`src/rtl/even_parity_generator.sv`:
```
// Even-parity generator: combinational parity bit, registered codeword stage and odd-weight word counter.
// Optional build macro PARITY_ERR_INJ_EN adds err_inj to corrupt the registered parity bit on demand.
module even_parity_generator #(
    parameter int unsigned DATA_W = 4,
    parameter int unsigned CNT_W  = 16
) (
    input  logic              clk,
    input  logic              rst_n,
    input  logic [DATA_W-1:0] data_in,
    input  logic              in_valid,
`ifdef PARITY_ERR_INJ_EN
    input  logic              err_inj,
`endif
    input  logic              cnt_clr,
    output logic              parity_out,
    output logic [DATA_W:0]   code_out,
    output logic              out_valid,
    output logic [CNT_W-1:0]  odd_cnt
);

    logic inj_bit;

    assign parity_out = ^data_in;

`ifdef PARITY_ERR_INJ_EN
    assign inj_bit = in_valid & err_inj;
`else
    assign inj_bit = 1'b0;
`endif

    // NOTE: state registers use non-blocking assignments so every flop samples pre-edge values.
    always_ff @(posedge clk or negedge rst_n) begin
        if (!rst_n) begin
            code_out  <= '0;
            out_valid <= 1'b0;
        end else begin
            out_valid <= in_valid;
            if (in_valid) begin
                code_out <= {data_in, parity_out ^ inj_bit};
            end
        end
    end

    // Clear wins over a same-cycle increment; the count sticks at all-ones rather than wrapping.
    always_ff @(posedge clk or negedge rst_n) begin
        if (!rst_n) begin
            odd_cnt <= '0;
        end else if (cnt_clr) begin
            odd_cnt <= '0;
        end else if (in_valid && parity_out && (odd_cnt != '1)) begin
            odd_cnt <= odd_cnt + CNT_W'(1);
        end
    end

endmodule

```
`config.mk`:
```
export PLATFORM = sky130hd
export DESIGN_NAME = even_parity_generator
export DESIGN_NICKNAME = d
export VERILOG_FILES = /design/src/rtl/even_parity_generator.sv
export SDC_FILE = /design/constraint.sdc
export NUM_CORES = 1
export LEC_CHECK = 0
export CELL_PAD_IN_SITES_DETAIL_PLACEMENT = 1
export CELL_PAD_IN_SITES_GLOBAL_PLACEMENT = 1
export CORE_MARGIN = 5
export CORE_UTILIZATION = 38
export CTS_CLUSTER_SIZE = 20
export DETAILED_ROUTE_END_ITERATION = 8
export PLACE_DENSITY = 0.94
export SYNTH_ARGS = -nofsm -noshare
export SYNTH_HDL_FRONTEND = slang
export SYNTH_SLANG_ARGS = --single-unit
```
`constraint.sdc`:
```
create_clock -name clk -period 5.4 [get_ports clk]
set_clock_uncertainty 0.1 [all_clocks]
set_input_delay 0.81 -clock clk [delete_from_list [all_inputs] [get_ports clk]]
set_output_delay 0.81 -clock clk [all_outputs]
set_load 0.01 [all_outputs]
```
==> impl_metrics.xml <==
<?xml version="1.0" encoding="UTF-8"?>
<metrics>
  <group name="critical_path">
    <metric name="timing.critical_path.slowest_cell_delay" unit="ns">0.56</metric>
    <metric name="cpMostUsedCell" unit="">clkdlybuf4s50_1</metric>
    <metric name="worst-path-max-fanout" unit="">13</metric>
    <metric name="slowest_stage" unit="">clkdlybuf4s50_1</metric>
    <metric name="worstPathArrival" unit="ns">2.39</metric>
    <metric name="crit_path_start_kind" unit="">primary input</metric>
    <metric name="cp-end-kind" unit="">output pin</metric>
    <metric name="required" unit="ns">4.49</metric>
    <metric name="timing.critical_path.buf_inv" unit="">3</metric>
    <metric name="critPathKind" unit="">primary input to output pin</metric>
    <metric name="worstPathCellList" unit="">clkdlybuf4s50_1 -&gt; xor2_1 -&gt; xnor2_1 -&gt; buf_4 -&gt; clkdlybuf4s50_1</metric>
    <metric name="critPathTopFamily" unit="">buffers and inverters</metric>
  </group>
  <group name="cts">
    <metric name="tritoncts" unit="">done</metric>
    <metric name="insertion_delay" unit="ns">0.30</metric>
    <metric name="cts_hold_buf" unit="">0</metric>
    <metric name="cts_buffers" unit="">3</metric>
    <metric name="cts.htree.levels" unit="">1</metric>
    <metric name="clock-sinks" unit="">22</metric>
    <metric name="clk_path_buf_depth" unit="">2</metric>
    <metric name="cts.clk_slew.worst_paths" unit="ns">0.11</metric>
    <metric name="cts.repair.resized" unit="">0</metric>
    <metric name="post_cts_buffers" unit="">0</metric>
    <metric name="root_buffer" unit="">clkbuf_4</metric>
  </group>
  <group name="grt">
    <metric name="grt_start_max_net_pins" unit="">23</metric>
    <metric name="grt_pass1_vias" unit="">1070</metric>
    <metric name="grt_antenna_before_repair" unit="">0</metric>
    <metric name="grt_overflow_total" unit="">0</metric>
    <metric name="globalRouteTotalUtil" unit="%">15.1</metric>
    <metric name="global_route_wire_length_before_repair" unit="mm">5.11</metric>
  </group>
  <group name="floorplanning">
    <metric name="io_pins" unit="">31</metric>
    <metric name="fp.coreArea" unit="um2">3000</metric>
    <metric name="floorplan.initialDensity" unit="%">39.0</metric>
    <metric name="die_area" unit="um2">4290</metric>
    <metric name="dieHeight" unit="um">65.5</metric>
    <metric name="chipWidth" unit="um">65.5</metric>
    <metric name="rows" unit="">20</metric>
  </group>
  <group name="run">
    <metric name="cap_viol_max_count" unit="">0</metric>
  </group>
  <group name="timing">
    <metric name="hold-worst-slack" unit="ns">0.428</metric>
    <metric name="timing.final.crit_share" unit="%">61.0</metric>
    <metric name="setup_viol" unit="">0</metric>
    <metric name="fin_ws" unit="ns">2.10</metric>
    <metric name="timing_worst_slew_pin_value" unit="ns">0.998</metric>
    <metric name="max-slew-margin-rel" unit="%">33.3</metric>
    <metric name="post-route-min-period" unit="ns">3.30</metric>
    <metric name="fin_tns_setup" unit="ns">0</metric>
    <metric name="endpoints_failing_hold" unit="">0</metric>
    <metric name="grt_setup_unrepaired" unit="">false</metric>
    <metric name="drv_slew" unit="">0</metric>
    <metric name="fmax" unit="GHz">0.303</metric>
  </group>
  <group name="place">
    <metric name="placed_area" unit="um2">1500</metric>
    <metric name="dp.cells" unit="">181</metric>
    <metric name="dp_hpwl" unit="mm">2.25</metric>
    <metric name="gpl.final_weighted_congestion" unit="">0.794</metric>
    <metric name="count_of_input_and_output_buffers" unit="">30</metric>
    <metric name="pre_cts_slack" unit="ns">2.09</metric>
  </group>
  <group name="synth">
    <metric name="synthCells" unit="">121</metric>
    <metric name="synth.net_count" unit="">130</metric>
    <metric name="synth_cell_types" unit="">31</metric>
    <metric name="yosysWarningCount" unit="">0</metric>
    <metric name="post_synth_instance_area" unit="um2">1170</metric>
    <metric name="yosysSeqAreaShare" unit="%">47.1</metric>
    <metric name="yosys.area.top_type" unit="">dfrtp_1</metric>
    <metric name="syn_avg_cell_area" unit="um2">9.67</metric>
    <metric name="synth_top_cells_by_area" unit="">dfrtp_1 (47%), xnor2_1 (5.2%), nor2_1 (5.1%)</metric>
    <metric name="post-synth-top-area-fraction" unit="%">47.1</metric>
    <metric name="ys_seq_elements" unit="">22</metric>
  </group>
  <group name="routing">
    <metric name="viasPerCell" unit="">5.64</metric>
    <metric name="drt_iter0_drc" unit="">19</metric>
    <metric name="average_wire_per_standard_cell" unit="um">16.2</metric>
    <metric name="post-route-drc-count" unit="">0</metric>
    <metric name="vias" unit="">1038</metric>
    <metric name="antenna_left" unit="">0</metric>
    <metric name="total_length_of_routed_wires" unit="mm">2.98</metric>
    <metric name="firstDrtPassIters" unit="">4</metric>
  </group>
  <group name="cells_and_area">
    <metric name="drive_gt1_share" unit="%">7.95</metric>
    <metric name="insertedDiodeCount" unit="">0</metric>
    <metric name="post-route-cell-area" unit="um2">1530</metric>
    <metric name="postLayoutCoreUtil" unit="%">50.8</metric>
    <metric name="fin_nets" unit="">162</metric>
    <metric name="final_standard_cell_count_with_taps_included_and_fillers_excluded" unit="">184</metric>
    <metric name="syn2layout_area_growth" unit="%">30.4</metric>
  </group>
  <group name="power">
    <metric name="power_leakage" unit="nW">0.600</metric>
    <metric name="total_power" unit="uW">309</metric>
    <metric name="ir_drop" unit="mV">0.129</metric>
    <metric name="power_per_cell_area" unit="nW/um2">203</metric>
  </group>
  <group name="min_path">
    <metric name="timing.hold.worst.class" unit="">flop to flop</metric>
  </group>
  <group name="status">
    <metric name="run_status" unit="">complete, no violations</metric>
  </group>
</metrics>
## flip-flops by register name, summed over array words and instances, names as in the netlist
name and count:
out_valid 1, code_out 5, odd_cnt 16
## synth_stat cells (all sizes together)
library cell / number
dfrtp: 22
nor2: 16
nand3: 11
nand2: 8
nand4: 8
xnor2: 7
mux2: 6
o21ai: 5
inv: 4
nor2b: 4
a21oi: 3
clkbuf: 3
mux2i: 3
or4: 3
and3: 2
and4: 2
nor3b: 2
or3: 2
xor2: 2
a211o: 1
buf: 1
ha: 1
nor3: 1
nor4: 1
o31ai: 1
or2: 1
or4b: 1
## cells by family after synthesis
kind of cell | share of synthesized area, %
simple gates | 29.3
buf+inv | 2.67
xor+xnor | 6.74
flops | 47.1
compound gates | 4.81
fa+ha+maj | 1.07
mux | 8.34
## power by group
part           total, mW  switching, mW  internal (mW)  leakage [nW]
Clock             0.0725         0.0466         0.0260        0.0138
Combinational     0.0597         0.0289         0.0308         0.293
Sequential         0.177        0.00598          0.171         0.293
Total              0.309         0.0814          0.228         0.600
## cells in the final DEF (no fill, tap or decap), types with 4 or more instances in the layout
| cell type | netlist | layout |
|---|---|---|
| o21ai_0 | 4 | 4 |
| nand4_1 | 7 | 7 |
| nand3_1 | 11 | 11 |
| nor2b_1 | 4 | 4 |
| clkdlybuf4s50_1 | 0 | 30 |
| inv_1 | 4 | 4 |
| dfrtp_1 | 22 | 22 |
| nand2_1 | 8 | 8 |
| nor2_1 | 16 | 16 |
| xnor2_1 | 7 | 7 |
| mux2_2 | 4 | 4 |
## worst paths after layout
check	from	to	cells after the start	slack, ns
worst min-delay path	code_out[1]	code_out[1]	1	0.43
worst min register to register	code_out[1]	code_out[1]	1	0.43
worst max-delay path	data_in[2]	parity_out	5	2.10
worst max register to register	odd_cnt[0]	odd_cnt[2]	6	3.01
min in group asynchronous	rst_n	odd_cnt[6]	1	0.94
max in group asynchronous	rst_n	odd_cnt[4]	1	3.65
## cell type report
cell class	instances	area [um2]
Tap cell	33	41.3
Clock buffer	3	22.5
Sequential cell	22	551
Timing Repair Buffer	31	308
Multi-Input combinational cell	91	588
Fill cell	354	1480
Inverter	4	15.0
## metal layers
metal	vias up	routed length (um)	track usage, %
met5	-	0	0
met4	0	8	4.66
met3	2	159	3.42
met2	21	1570	26.8
met1	523	1240	18.1
li1	492	-	-
(Power assumes the default switching activity.)
